===== src/rtl/rf_write_arbiter.sv =====
// Two-requester arbiter for the register file's single write port. Each requester
// feeds a one-entry slot; round-robin grant with same-address writes kept in arrival order.
module rf_write_arbiter #(
  parameter int unsigned DW = 16,
  parameter int unsigned AW = 2
) (
  input  logic                 clk,
  input  logic                 rst,
  input  logic                 req0_valid,
  input  logic [AW-1:0]        req0_addr,
  input  logic [DW-1:0]        req0_data,
  output logic                 req0_ready,
  input  logic                 req1_valid,
  input  logic [AW-1:0]        req1_addr,
  input  logic [DW-1:0]        req1_data,
  output logic                 req1_ready,
  output logic                 rf_we,
  output logic [AW-1:0]        rf_oaddr,
  output logic [DW-1:0]        rf_oin,
  output logic [(1<<AW)-1:0]   busy
);

  localparam int unsigned NReg = 1 << AW;

  logic          slot0_full_q, slot0_full_d;
  logic [AW-1:0] slot0_addr_q, slot0_addr_d;
  logic [DW-1:0] slot0_data_q, slot0_data_d;
  logic          slot1_full_q, slot1_full_d;
  logic [AW-1:0] slot1_addr_q, slot1_addr_d;
  logic [DW-1:0] slot1_data_q, slot1_data_d;
  logic          last_q, last_d;
  logic          older_q, older_d;
  logic          grant0, grant1;
  logic          acc0, acc1;

  // Same-address pairs follow age; otherwise alternate away from the last winner.
  always_comb begin
    grant0 = 1'b0;
    grant1 = 1'b0;
    if (slot0_full_q && slot1_full_q) begin
      if (slot0_addr_q == slot1_addr_q) begin
        grant0 = ~older_q;
        grant1 = older_q;
      end else begin
        grant0 = last_q;
        grant1 = ~last_q;
      end
    end else begin
      grant0 = slot0_full_q;
      grant1 = slot1_full_q;
    end
  end

  assign req0_ready = rst | ~slot0_full_q | grant0;
  assign req1_ready = rst | ~slot1_full_q | grant1;
  assign acc0       = req0_valid & req0_ready;
  assign acc1       = req1_valid & req1_ready;

  always_comb begin
    rf_we    = (grant0 | grant1) & ~rst;
    rf_oaddr = '0;
    rf_oin   = '0;
    if (!rst) begin
      if (grant0) begin
        rf_oaddr = slot0_addr_q;
        rf_oin   = slot0_data_q;
      end else if (grant1) begin
        rf_oaddr = slot1_addr_q;
        rf_oin   = slot1_data_q;
      end
    end
  end

  always_comb begin
    busy = '0;
    for (int unsigned i = 0; i < NReg; i++) begin
      busy[i] = ~rst & ((slot0_full_q & (slot0_addr_q == AW'(i))) |
                        (slot1_full_q & (slot1_addr_q == AW'(i))));
    end
  end

  always_comb begin
    slot0_full_d = acc0 | (slot0_full_q & ~grant0);
    slot0_addr_d = acc0 ? req0_addr : slot0_addr_q;
    slot0_data_d = acc0 ? req0_data : slot0_data_q;
    slot1_full_d = acc1 | (slot1_full_q & ~grant1);
    slot1_addr_d = acc1 ? req1_addr : slot1_addr_q;
    slot1_data_d = acc1 ? req1_data : slot1_data_q;
    last_d       = grant0 ? 1'b0 : (grant1 ? 1'b1 : last_q);
    // A slot holding a fresh entry is younger than a slot that keeps its old one.
    older_d      = older_q;
    if (acc0 && acc1) begin
      older_d = 1'b0;
    end else if (acc0 && slot1_full_q && !grant1) begin
      older_d = 1'b1;
    end else if (acc1 && slot0_full_q && !grant0) begin
      older_d = 1'b0;
    end
  end

  always_ff @(posedge clk) begin
    if (rst) begin
      slot0_full_q <= 1'b0;
      slot0_addr_q <= '0;
      slot0_data_q <= '0;
      slot1_full_q <= 1'b0;
      slot1_addr_q <= '0;
      slot1_data_q <= '0;
      last_q       <= 1'b1;
      older_q      <= 1'b0;
    end else begin
      slot0_full_q <= slot0_full_d;
      slot0_addr_q <= slot0_addr_d;
      slot0_data_q <= slot0_data_d;
      slot1_full_q <= slot1_full_d;
      slot1_addr_q <= slot1_addr_d;
      slot1_data_q <= slot1_data_d;
      last_q       <= last_d;
      older_q      <= older_d;
    end
  end

endmodule

===== config.mk =====
export PLATFORM = sky130hd
export DESIGN_NAME = rf_write_arbiter
export DESIGN_NICKNAME = d
export VERILOG_FILES = /design/src/rtl/rf_write_arbiter.sv
export SDC_FILE = /design/constraint.sdc
export NUM_CORES = 1
export LEC_CHECK = 0
export CAP_MARGIN = 20
export CORE_MARGIN = 1
export CORE_UTILIZATION = 30
export CTS_BUF_LIST = sky130_fd_sc_hd__clkbuf_8
export DETAILED_ROUTE_END_ITERATION = 10
export GPL_TIMING_DRIVEN = 0
export PLACE_DENSITY = 0.61
export SETUP_SLACK_MARGIN = 0.02
export SLEW_MARGIN = 20
export SYNTH_ARGS = -nofsm -noshare
export SYNTH_HDL_FRONTEND = slang
export SYNTH_SLANG_ARGS = --single-unit

===== constraint.sdc =====
create_clock -name clk -period 4.6 [get_ports clk]
set_input_delay 1.38 -clock clk [delete_from_list [all_inputs] [get_ports clk]]
set_output_delay 1.38 -clock clk [all_outputs]
set_load 0.01 [all_outputs]

==> flow_results.org <==
** GRT
- The first global-routing pass estimated 9.14 mm of wire.
- The total overflow left after global routing is 0.
- Entering global routing, the biggest net connects 13 pins.
- The number of antenna violations at the first check in global routing is 0.
- The number of global-route vias before repair is roughly 1800.
- For this run, the total global-route usage over all layers was measured as 16.3%.

** Pwr
- Internal power comes to ~570 uW.
- Maximum resistive drop on vdd :: between 100 and 150 uV
- Cell leakage power :: roughly 1.3 nW
- In this run, the clock network consumes 30.9% of the power.
- Switching part of the total :: 27.1%
- Net switching power figure :: between 200 and 250 uW
- Logic gate share of total power :: around a fifth
- Sequential group share of total power :: 48.5%
- Power spread over the standard cell area amounts to 267 mW/mm^2.

** Drt
- In the routed layout, each cell is associated on average with a via count of 4.81.
- After detailed routing, the number of remaining DRC violations is 2.
- Post-route antenna net violation count :: 0
- Detailed routing inserted a total of between 1500 and 2000 vias.
- In this run, the number of DRC markers left after iteration 0 of detailed routing was 88.
- The first detailed-routing pass ran for 7 iterations.
- Wires add up to ~5.6 mm.
- Average wire per standard cell :: 14.1 um

** Placement
- The congestion estimate from routability-driven global placement came to 0.815.
- Once placement completed, the tool counted placed cells totaling 391.
- Port buffering added 64 buffers.
- DP Wirelength :: 4.02 mm

** Timing
- Minimum clock period :: 4.48 ns
- Max-Slew Margin vs Limit :: 62.6%
- Post-route clock period utilization :: 97.4%
- On the final layout, the worst hold slack is approximately 0.46 ns.
- Pins over their slew limit :: 0
- For this run, the top clock speed supported by timing is 0.223 GHz.
- Final Hold Viols :: 0
- At the pin with the least slew margin, the transition time is 0.562 ns.
- Between clock sinks in the finished design, the worst skew comes to 0.00571 ns.
- Setup violations remaining at the end of the flow were counted as 0.
- Setup repair after global routing missed its margin :: false

** Finish
- After filler insertion, the fill cell instance count of the layout stands at 695.
- The repair_antennas step left the layout with diodes totalling 0.
- For this run, the share of the core covered by cells in the final layout is between 40% and 50%.
- Layout-stage area growth over the synthesis result :: 41.2%
- Of the cells placed in the final design, the portion with a size suffix greater than 1 is 7.21%.
- In the final design database the tool counted 358 nets.
- The finished layout holds 399 standard cells, fillers aside.

** Yosys
- Synth Net Count :: approximately 290
- Synth Register Bits :: 40
- Most instantiated flip-flop cell in the synthesis netlist :: sky130_fd_sc_hd__dfxtp_1
- Post-synth EDFFs :: 0
- Synthesis produced a netlist whose cell count is 247.
- The synthesized design devotes to its leading area cell type ~38% of total area.
- Cell types occupying the most area after synthesis :: sky130_fd_sc_hd__dfxtp_1 38%, sky130_fd_sc_hd__mux2i_1 25%, sky130_fd_sc_hd__nand2_1 14%
- After synthesis, the share of flip-flops with an asynchronous set or reset is 0%.
- Most common cell in the synthesized netlist :: sky130_fd_sc_hd__nand2_1
- The biggest area contributor in the post-synthesis netlist is sky130_fd_sc_hd__dfxtp_1.
- Synthesized area divided by synthesized cell count :: around 8.4 um^2
- Proportion of synthesized chip area in sequential cells :: around two fifths
- Post-synth top cells :: 76 x sky130_fd_sc_hd__nand2_1, 53 x sky130_fd_sc_hd__mux2i_1, 40 x sky130_fd_sc_hd__dfxtp_1, 22 x sky130_fd_sc_hd__nand3_1, 15 x sky130_fd_sc_hd__clkbuf_1
- The mapped netlist covers 0.00208 mm^2.
- The Yosys step of the flow raised 0 warnings.
- Count of distinct cell types in the synthesized netlist :: 28

** Hold path
- Class of the most critical hold timing path :: reg2reg
- In this run the most critical hold path is launched from slot0_data_q[3].

** Clock tree
- CTS buffer count :: 5
- Number of levels the H-tree was split into :: 2
- Clock-pin slew was measured on the worst setup and hold paths at 0.07 ns.
- Root Buffer Master :: sky130_fd_sc_hd__clkbuf_8
- # clock sinks :: 40
- The clock passes through at most 2 buffers.
- Hold-fix buffer count after cts :: 0
- Clock latency of the later-clocked register in the worst-skew pair :: 0.29 ns
- TritonCTS clock tree :: done

** Setup path
- Worst R2R Setup Slack :: 2.70 ns
- Data on the critical path arrives at its endpoint at around 3.1 ns.
- STA classifies the critical path startpoint as an input port.
- Number of cells traversed by the worst register-to-register path :: 6
- STA classifies the critical path endpoint as a primary output.
- Startpoint of the worst setup timing path :: rst
- Biggest fanout along the worst timing path :: 10
- The startpoint identified for the worst register-to-register timing path is slot1_addr_q[1].
- Following the worst setup path forward leads to its endpoint at req1_ready.
- For the worst setup path, the data required time is 3.22 ns.
- The worst register-to-register path ends at slot0_data_q[8].
- The critical path is of the in2out type.

** Die
- Height of the die :: roughly 85 um
- Placement row count :: 30
- 65 I/O pins were placed.
- The initial utilization of the core area, before any placement, comes to 30.9%.
- Placeable core area :: 0.00676 mm^2
- Horizontal extent of the die :: 85.4 um
- Area of the die :: 0.00729 mm^2

** Run status
- Failing checks :: design-rule violations
- The run finished, with violations left.

** Job
- Across the run, the number of max-cap violations was 0.
-- layout by cell type, fill, tap and decap left out, types with 2 or more instances in the layout --
| master | netlist | layout |
|---|---|---|
| sky130_fd_sc_hd__or3_1 | 2 | 2 |
| sky130_fd_sc_hd__nand3_1 | 22 | 22 |
| sky130_fd_sc_hd__dlymetal6s2s_1 | 0 | 2 |
| sky130_fd_sc_hd__o311a_1 | 2 | 2 |
| sky130_fd_sc_hd__nor2_1 | 5 | 5 |
| sky130_fd_sc_hd__clkinv_2 | 0 | 2 |
| sky130_fd_sc_hd__nand3b_1 | 2 | 2 |
| sky130_fd_sc_hd__a21oi_1 | 5 | 5 |
| sky130_fd_sc_hd__clkbuf_8 | 0 | 8 |
| sky130_fd_sc_hd__xor2_1 | 2 | 2 |
| sky130_fd_sc_hd__dlygate4sd2_1 | 0 | 16 |
| sky130_fd_sc_hd__mux2i_1 | 53 | 53 |
| sky130_fd_sc_hd__dfxtp_1 | 40 | 40 |
| sky130_fd_sc_hd__buf_6 | 3 | 4 |
| sky130_fd_sc_hd__o211ai_1 | 2 | 2 |
| sky130_fd_sc_hd__nand2_1 | 76 | 76 |
| sky130_fd_sc_hd__clkdlybuf4s50_1 | 0 | 46 |
| sky130_fd_sc_hd__buf_8 | 2 | 2 |
| sky130_fd_sc_hd__clkbuf_1 | 15 | 8 |
| sky130_fd_sc_hd__clkbuf_4 | 0 | 3 |
| sky130_fd_sc_hd__inv_1 | 3 | 3 |
-- cell families after synthesis --
group,after synthesis,synth area share (%)
muxes,53,25.5
AOI/OAI and AO/OA,17,6.00
buffers and inverters,24,6.66
and+or+nand+nor,111,22.6
DFF,40,38.4
xor gates and xnor gates,2,0.840
-- layer usage --
metal / global-route usage (%) / up-vias / share of wire [%]
met1: 21.5 / 882 / 47
met3: 4.28 / 2 / 5.0
li1: - / 980 / -
met4: 3.64 / 0 / 0.64
met5: 0 / - / 0
met2: 26.8 / 55 / 47
-- critical path, stage by stage --
cell,delay (ns)
sky130_fd_sc_hd__clkdlybuf4s50_1,0.49
sky130_fd_sc_hd__buf_6,0.15
sky130_fd_sc_hd__inv_1,0.09
sky130_fd_sc_hd__clkbuf_8,0.17
sky130_fd_sc_hd__buf_2,0.20
sky130_fd_sc_hd__nand2_1,0.08
sky130_fd_sc_hd__clkdlybuf4s50_1,0.53
-- worst min path at each step --
stage | endpoint | slack (ns) | cells after the start
2_1_floorplan | slot0_data_q[0] | 0.43 | 2
3_3_place_gp | slot0_data_q[0] | 0.44 | 2
4_1_cts | slot0_data_q[3] | 0.46 | 2
6_report | slot0_data_q[3] | 0.46 | 2
3_5_place_dp | slot0_data_q[10] | 0.45 | 2
5_1_grt | slot0_data_q[3] | 0.48 | 2
-- power groups by stage --
stage               Sequential (mW)  Combinational [mW]  Clock, mW
global placement              0.388               0.162          0
floorplan                     0.385              0.0937          0
global route                  0.384               0.176      0.269
detailed placement            0.388               0.163          0
CTS                           0.380               0.164      0.250
finish                        0.381               0.162      0.243
-- layout make-up --
type                            count  area [um^2]  area share [%]
Clock buffer                        6         82.6            2.81
Timing Repair Buffer               64          626            21.3
Multi-Input combinational cell    183         1140            38.9
Tap cell                           80          100            3.40
Clock inverter                      2         10.0           0.340
Inverter                            3         11.3           0.383
Sequential cell                    40          801            27.2
Buffer                             21          168            5.70
-- state kept, by name (all words and copies together) (netlist names) --
signal and flops:
slot1_addr_q 2, slot1_full_q 1, slot1_data_q 16, slot0_addr_q 2
last_q 1, older_q 1, slot0_data_q 16, slot0_full_q 1
-- through the flow --
step / instance area (um^2) / setup slack [ns] / power (mW) / setup TNS, ns
6_report: 2940 / 0.120 / 0.785 / 0
5_1_grt: 2940 / 0.0455 / 0.829 / 0
4_1_cts: 2930 / 0.0358 / 0.794 / 0
3_5_place_dp: 2830 / -0.717 / 0.551 / -10.58
3_3_place_gp: 2830 / -0.722 / 0.550 / -10.66
2_1_floorplan: 2080 / 0.675 / 0.479 / 0
-- timing repair --
action                                  in CTS  in global routing
pin swaps                                    0                  0
buffers inserted                             0                  0
endpoints found under the setup margin      19                  4
gates resized for setup                     31                  5
Power figures use the tool's default switching activity.
